File: src/rtl/state_dumper_pkg.sv
// Shared types and constants for the state dumper: FSM encoding, default sizes
// and the tag layout used to mark register versus memory words.
package state_dumper_pkg;

  typedef enum logic [1:0] {
    IDLE  = 2'd0,
    REGS  = 2'd1,
    MEMS  = 2'd2,
    DRAIN = 2'd3
  } state_t;

  localparam int DATA_W   = 8;
  localparam int NUM_REGS = 8;
  localparam int NUM_MEM  = 16;
  localparam int IDX_W    = 4;
  localparam int TAG_W    = 5;
  localparam int TAG_MEM  = 4;

  // Tag = index in the low bits, with the memory flag at TAG_MEM.
  function automatic logic [TAG_W-1:0] make_tag(input logic is_mem, input logic [IDX_W-1:0] idx);
    logic [TAG_W-1:0] tag;
    tag          = TAG_W'(idx);
    tag[TAG_MEM] = is_mem;
    return tag;
  endfunction

endpackage

File: src/rtl/state_dumper_edge_detect_fall.sv
// Falling-edge detector: keeps the previous sample of sig in a register and
// flags the cycle where a 1 is followed by a 0.
module edge_detect_fall (
  input  logic clk,
  input  logic rst,
  input  logic sig,
  output logic fall
);

  logic sig_q;

  // Clearing to 0 means a line that is already low after reset never looks like a fall.
  always_ff @(posedge clk) begin
    if (rst) sig_q <= 1'b0;
    else     sig_q <= sig;
  end

  assign fall = sig_q & ~sig;

endmodule

File: src/rtl/state_dumper.sv
// Streams the register file and then data memory out over a valid/ready port
// whenever a manual request or a falling edge of the processor run enable arrives.
module state_dumper #(
  parameter int NUM_REGS = state_dumper_pkg::NUM_REGS,
  parameter int NUM_MEM  = state_dumper_pkg::NUM_MEM,
  parameter int DATA_W   = state_dumper_pkg::DATA_W
) (
  input  logic              main_clk,
  input  logic              restart,
  input  logic              controller_enable,
  input  logic              dump_req,
  output logic [2:0]        reg_rd_addr,
  input  logic [DATA_W-1:0] reg_rd_data,
  output logic [3:0]        mem_rd_addr,
  input  logic [DATA_W-1:0] mem_rd_data,
  output logic              dump_valid,
  input  logic              dump_ready,
  output logic [DATA_W-1:0] dump_data,
  output logic [4:0]        dump_tag,
  output logic              dump_last,
  output logic              dump_busy,
  output logic              dump_done
);
  import state_dumper_pkg::*;

  state_t           state;
  logic [IDX_W-1:0] idx;
  logic             enable_fall;
  logic             trigger;
  logic             load;

  edge_detect_fall u_enable_fall (
    .clk  (main_clk),
    .rst  (restart),
    .sig  (controller_enable),
    .fall (enable_fall)
  );

  assign trigger     = dump_req | enable_fall;
  assign load        = ~dump_valid | dump_ready;
  assign dump_busy   = (state != IDLE);
  assign reg_rd_addr = (state == REGS) ? idx[2:0] : 3'd0;
  assign mem_rd_addr = (state == MEMS) ? idx : 4'd0;

  // A load refills the output register whenever it is empty or being taken,
  // so the index only moves when a word actually changes hands.
  always_ff @(posedge main_clk) begin
    if (restart) begin
      state      <= IDLE;
      idx        <= '0;
      dump_valid <= 1'b0;
      dump_last  <= 1'b0;
      dump_done  <= 1'b0;
      dump_data  <= '0;
      dump_tag   <= '0;
    end else begin
      dump_done <= 1'b0;
      case (state)
        IDLE: begin
          if (trigger) begin
            state <= REGS;
            idx   <= '0;
          end
        end
        REGS: begin
          if (load) begin
            dump_data  <= reg_rd_data;
            dump_tag   <= make_tag(1'b0, idx);
            dump_valid <= 1'b1;
            if (idx == IDX_W'(NUM_REGS - 1)) begin
              state <= MEMS;
              idx   <= '0;
            end else begin
              idx <= idx + 1'b1;
            end
          end
        end
        MEMS: begin
          if (load) begin
            dump_data  <= mem_rd_data;
            dump_tag   <= make_tag(1'b1, idx);
            dump_valid <= 1'b1;
            idx        <= idx + 1'b1;
            if (idx == IDX_W'(NUM_MEM - 1)) begin
              dump_last <= 1'b1;
              state     <= DRAIN;
            end
          end
        end
        DRAIN: begin
          if (dump_valid && dump_ready) begin
            dump_valid <= 1'b0;
            dump_last  <= 1'b0;
            dump_done  <= 1'b1;
            state      <= IDLE;
          end
        end
        default: state <= IDLE;
      endcase
    end
  end

endmodule

File: config.mk
export PLATFORM = sky130hd
export DESIGN_NAME = state_dumper
export DESIGN_NICKNAME = d
export VERILOG_FILES = /design/src/rtl/state_dumper_pkg.sv /design/src/rtl/state_dumper_edge_detect_fall.sv /design/src/rtl/state_dumper.sv
export SDC_FILE = /design/constraint.sdc
export NUM_CORES = 1
export LEC_CHECK = 0
export BUFFER_PORTS_ARGS = -buffer_cell sky130_fd_sc_hd__clkbuf_2
export CELL_PAD_IN_SITES_DETAIL_PLACEMENT = 1
export CELL_PAD_IN_SITES_GLOBAL_PLACEMENT = 1
export CORE_ASPECT_RATIO = 1.2
export CORE_UTILIZATION = 35
export CTS_CLUSTER_SIZE = 12
export DETAILED_ROUTE_END_ITERATION = 10
export GPL_TIMING_DRIVEN = 0
export PLACE_DENSITY_LB_ADDON = 0.1
export SLEW_MARGIN = 30
export SYNTH_ARGS = -nofsm -noshare
export SYNTH_HDL_FRONTEND = slang
export SYNTH_HIERARCHICAL = 1
export SYNTH_SLANG_ARGS = --single-unit
File: constraint.sdc
create_clock -name main_clk -period 2 [get_ports main_clk]
set_clock_uncertainty 0.2 [all_clocks]
set_input_delay 0.4 -clock main_clk [delete_from_list [all_inputs] [get_ports main_clk]]
set_output_delay 0.4 -clock main_clk [all_outputs]
set_load 0.01 [all_outputs]
[Yosys cells after proc, flatten, opt, wreduce, memory -nomap -nowiden]
Index checks and enable logic that the tools add are counted.
Cells by class
  equal/unequal tests: 12
  bitwise gates (word level): 6
  add/subtract/negate cells: 1
  reduce and logical (&&, ||, !) cells: 14
  multiplexer cells: 27
Operator list (number)
  4-bit 2-to-1 mux: 5
  8-bit 2-to-1 mux: 2
  8-bit case mux with 2 select lines: 1
  2-bit 2-to-1 mux: 6
  4-bit case mux with 3 select lines: 1
  5-bit 2-to-1 mux: 2
  5-bit case mux with 2 select lines: 1
  2-bit inequality test, second input constant: 4
  2-bit case mux with 4 select lines: 1
  4-bit AND reduction: 2
  2-bit nonzero test: 4
  2-bit by 1-bit inequality test with 1-bit output, second input constant: 3
  3-bit AND reduction: 2
  6-bit AND reduction: 1
  1-bit 2-to-1 mux: 5
  4-bit by 1-bit adder with 4-bit output, second input constant: 1
  2-bit == test, second input constant: 2
  4-bit by 3-bit == test with 1-bit output, second input constant: 1
  4-bit == test, second input constant: 1
  1-bit case mux with 2 select lines: 2
  2-bit OR reduction: 2
  3-bit 2-to-1 mux: 1
  1-bit inverter: 3
  3-bit nonzero test: 1
  5 further kinds: 6
Storage, ports and cells
  logic and storage cells: 68
  register bits: 23

[Longest topological paths before layout]
  depth after elaboration: 5
  gate-level depth with buffers: 8
  depth with buffers taken out: 6

[Cells and area by module]
Netlist, hierarchy kept.
By module, submodules not included
  state_dumper: cells an instance 130, area each 1173.6 sq um, instances 1
  edge_detect_fall: cells an instance 3, area each 35.0 sq um, instances 1

[Least setup slack after synthesis]
No wires, ideal clock.
  path type: register to register
  start point: register state[1]
  end point: register idx[3]
  cell stages (with the launch flop): 7
  data required time: 1.683 ns
  setup time: 0.117 ns
  clock period less this slack: 1.807 ns
  setup slack: 0.193 ns
  arrival: 1.490 ns
  cells stage by stage: dfxtp_1 inv_1 ha_1 and3b_4 nor4_4 a21boi_2 o21ai_1
On the way
  cells in the longest elaborated chain, start to end: 3
  elaborated cells between the ends (all ways): 9
RTL lines
  start: declaration: RTL line state_dumper.sv:26  | state_t state;
  start signal: assignment: RTL line state_dumper.sv:49  | state <= IDLE;
  start signal: assignment: RTL line state_dumper.sv:61  | state <= REGS;
  start signal: assignment: RTL line state_dumper.sv:71  | state <= MEMS;
  2-bit == test (tied with other cells): RTL line state_dumper.sv:58  | case (state)
  2-bit inequality test (no source line) / 3-bit nonzero test (equally long branches)
  4-bit AND reduction (no source line)
  end signal: assignment: RTL line state_dumper.sv:74  | idx <= idx + 1'b1;
  end signal: assignment: RTL line state_dumper.sv:83  | idx <= idx + 1'b1;
  end: declaration: RTL line state_dumper.sv:27  | logic [IDX_W-1:0] idx;
Several ways; a longest one is shown, not always the timed one.
A chain may end at the register's enable or synchronous reset.

[Final worst setup path]
  start point: register state[0]
  end point: register idx[0]
The elaborated chain is that of the path after synthesis.

==> results list <==
- Share of Yosys cell area claimed by the top area cell type: between 30% and 40%
- Hold_buf cts: 0
- Y dimension of the die: 66.4 um
- Setup tns final: 0 ns
* Width of the die: roughly 56 um
- Final Hold Viols: 0
- The finished cells cover roughly 0.0016 mm2.
- The clock net in this run drives a total of 23 sinks.
- Worst Tran Pin Value: 0.505 ns
- Detailed Route Iter0 Violations: 25
* Worst R2R Path Depth: 7
* Arrival time at the worst endpoint: between 1.5 and 2 ns
* Top-level port count: between 40 and 50
- Worst-case headroom to the max-slew limit: about two thirds
- Total track usage: a little under a fifth
* Antenna Cells: 0
* Vias per cell: around 5.3
- Pin count of the biggest net entering global routing: 13
- In the synthesized netlist the dominant register cell turns out to be sky130_fd_sc_hd__dfxtp_1.
* Number of flip-flops and latches in the synthesized netlist: 23
- Count of cell types in the netlist: 37
- The via count of the first global-routing pass came to ~1.1k.
- The initial utilization of the core area, before any placement, comes to ~37%.
- Largest voltage drop on the vdd net: roughly 0.63 mV
- The area growth from synthesis to layout is 32.5%.
* Floorplan die area: between 0.003 and 0.004 mm2
- The path with the worst hold slack has its endpoint at u_enable_fall/sig_q.
* Total via count after detailed routing: roughly 1.2k
- Most frequently used cell type in the post-synthesis netlist: sky130_fd_sc_hd__dfxtp_1
- Wire length after detailed routing: 3.37 mm
- Across all hold checks on the routed design, the worst slack comes to 0.104 ns.
- Share of cell area taken by muxes after synthesis: a little over a tenth
- Root Buffer Master: sky130_fd_sc_hd__clkbuf_8
* Num rows: 23
* Data required time at the worst endpoint: roughly 1.9 ns
- H-tree lvl count: 1
- The synthesized design contains 0 enable-type register cells.
- First-pass GRT wire length: just over 5 mm
* Most area-consuming cells after synthesis: sky130_fd_sc_hd__dfxtp_1 (38%), sky130_fd_sc_hd__mux2i_1 (11%), sky130_fd_sc_hd__nor2_1 (6.5%), sky130_fd_sc_hd__ha_1 (6.2%), sky130_fd_sc_hd__a211oi_1 (5.6%)
- Gate count after technology mapping: roughly 130
- Count of port buffers added during placement: 44
- Worst Hold Launch: restart
- Power spread over the standard cell area amounts to around 1400 mW/mm2.
* DRC errors left: 0
* Number of instances on the worst hold path: 2
- Global routing finished with a remaining overflow of 0.
* Proportion of synthesized chip area in sequential cells: 38.1%
- Deepest clock path buffer count: 2
* Final core utilization: between 40% and 50%
* Kind of path behind the tightest hold check: input pin to register
- Register-to-register path setup slack: a little under 0.1 ns
* Yosys top cell by area: sky130_fd_sc_hd__dfxtp_1
- Number of antenna-violating nets in the routed design: 0
- The synthesized netlist occupies a cell area of approximately 0.0012 mm2.
* Xor-xnor portion of the synthesized cell area: 0%
- The pre-antenna-repair detailed-routing pass consisted of 4 iterations.
- Cells with a size suffix above 1 make up a little under two fifths of the layout.
- Buffers inserted during clock tree synthesis total 3.
- STA classifies the critical path startpoint as a register.
* Maximum fanout count along the critical path: 8
- Time the worst path needs with I/O delays and setup: around 1.9 ns
- Ranked by instance count, the synthesized netlist is headed by sky130_fd_sc_hd__dfxtp_1 (23), sky130_fd_sc_hd__nor2_1 (21), sky130_fd_sc_hd__mux2i_1 (13).
* Final layout net count: 213
- Element type at the critical path end: register
- Summed over all cells, the static leakage comes to 0.705 nW.
- Max-cap violations in this run came to 0.
- The run finished with clean final reports.
* Reg2Reg Launch Point: state[0]
* Adder and majority cell fraction of the synthesized area: between 6 and 7%
- Initial antenna violation count: 0
* Launching element of the worst setup path: state[0]
- The max-slew violation total from the final report is 0.
* TritonCTS clock tree: done
- After layout, the worst path uses between 90% and 100% of the clock period.
- Share of the synthesized area in compound gates (AO/OA/AOI/OAI): approximately 16%
- For this run, the number of Yosys warnings is 6.
- Average instance area after synthesis: about 9.1 um2
- For the worst-skew pair, the clock arrives at the later sink with an insertion delay of 0.26 ns.
- Highest attainable clock frequency: between 500 and 600 MHz
- In this run the cell area measured after placement is roughly 0.0015 mm2.
- Synthesized netlist net count: 160
- Share of flip-flops with an asynchronous set or reset after synthesis: 0%
- Setup violations remaining at the end of the flow were counted as 0.
- Basic-gate share of the synthesized area counting and, or, nand and nor cells: 24.7%
- Combinational family with the most area after synthesis: simple AND/OR/NAND/NOR gates
- Routability-driven placement finished with a final weighted congestion of 0.796.
- After detailed routing, the average wire length per cell comes to approximately 15 um.
- Clock-pin slew was measured on the worst setup and hold paths at ~0.08 ns.
- The critical path is of the register to register type.
- In this run the standard cell core region covers around 0.0033 mm2.
* HPWL reported at the end of detailed placement: about 2.5 mm
* Critical register-to-register path endpoint: idx[0]
* Post-layout power: roughly 2.2 mW
==> worst max path at each step <==
stage                           endpoint  depth (start not counted)
after global routing              idx[0]                          7
after floorplan                   idx[3]                          6
after CTS                 mem_rd_addr[3]                          6
final                             idx[0]                          7
after detailed placement          idx[0]                          6
after global placement    mem_rd_addr[2]                          6
==> power by group <==
group	leakage, nW	internal (mW)	switching, mW
Combinational	0.494	0.539	0.647
Sequential	0.189	0.590	0.0920
Clock	0.0228	0.142	0.151
Total	0.705	1.27	0.891
==> flip-flops by register name, indices dropped and copies added, names as in the netlist <==
name                 cells
dump_data                8
dump_done                1
dump_last                1
dump_tag                 5
dump_valid               1
idx                      4
state                    2
u_enable_fall/sig_q      1
==> area by class of cell <==
cell class | instances | area, um2
timing repair buffer | 49 | 258
buffer | 7 | 46.3
multi-input combinational | 99 | 729
sequential | 23 | 463
tap | 37 | 46.3
inverter | 3 | 13.8
fill | 408 | 1710
clock buffer | 4 | 45.0
==> kinds of logic after synthesis <==
kind of cell             Yosys count
AO/OA/AOI/OAI                     27
adder cells (fa/ha/maj)            6
buffers and inverters             11
flip-flops                        23
multiplexers                      13
AND/OR/NAND/NOR                   53
==> metal layers <==
layer / share of wire [%] / vias to the layer above / track usage, %
met2: 54 / 29 / 35.1
li1: - / 572 / -
met4: 0.56 / 0 / 6.56
met1: 42 / 571 / 19.8
met5: 0 / - / 0
met3: 3.9 / 2 / 2.74
==> stage by stage <==
| step | worst slack, ns | std cells |
|---|---|---|
| 4_1_cts | -0.00976 | 223 |
| 2_1_floorplan | 0.193 | 133 |
| 5_1_grt | -0.0136 | 222 |
| 6_report | 0.0970 | 222 |
| 3_3_place_gp | -0.0510 | 214 |
| 3_5_place_dp | -0.0921 | 214 |
==> critical path: stages (launching register included) <==
cell                      delay, ns
sky130_fd_sc_hd__dfxtp_2       0.34
sky130_fd_sc_hd__buf_4         0.15
sky130_fd_sc_hd__ha_4          0.18
sky130_fd_sc_hd__and3b_4       0.19
sky130_fd_sc_hd__nor4_4        0.28
sky130_fd_sc_hd__buf_4         0.20
sky130_fd_sc_hd__mux2i_1       0.19
sky130_fd_sc_hd__nor2_1        0.05
==> repair_timing <==
action                     in CTS  in global routing
pin swaps                       1                  1
gates cloned                    0                  0
buffers inserted                5                  0
setup endpoints to repair       8                 21
hold endpoints to repair        0                  0
gates resized for setup         8                 11
==> cell usage in the layout (no fill, tap or decap), types with 2 or more instances in the layout <==
| master | Yosys | routed |
|---|---|---|
| sky130_fd_sc_hd__ha_1 | 6 | 4 |
| sky130_fd_sc_hd__nor2b_1 | 2 | 2 |
| sky130_fd_sc_hd__nand3_1 | 4 | 4 |
| sky130_fd_sc_hd__nand2b_1 | 3 | 3 |
| sky130_fd_sc_hd__dfxtp_1 | 23 | 21 |
| sky130_fd_sc_hd__nand2_1 | 4 | 4 |
| sky130_fd_sc_hd__nor3b_1 | 2 | 2 |
| sky130_fd_sc_hd__mux2i_1 | 13 | 13 |
| sky130_fd_sc_hd__buf_4 | 1 | 6 |
| sky130_fd_sc_hd__and2_1 | 7 | 7 |
| sky130_fd_sc_hd__nand4_1 | 2 | 2 |
| sky130_fd_sc_hd__clkbuf_1 | 3 | 4 |
| sky130_fd_sc_hd__clkbuf_2 | 0 | 43 |
| sky130_fd_sc_hd__ha_4 | 0 | 2 |
| sky130_fd_sc_hd__nor2_1 | 21 | 21 |
| sky130_fd_sc_hd__clkbuf_8 | 0 | 3 |
| sky130_fd_sc_hd__dfxtp_2 | 0 | 2 |
| sky130_fd_sc_hd__buf_2 | 4 | 2 |
| sky130_fd_sc_hd__a211oi_1 | 9 | 9 |
| sky130_fd_sc_hd__o21ai_1 | 3 | 3 |
| sky130_fd_sc_hd__a21oi_1 | 4 | 4 |
No activity file was read; power rests on OpenSTA's default activity.
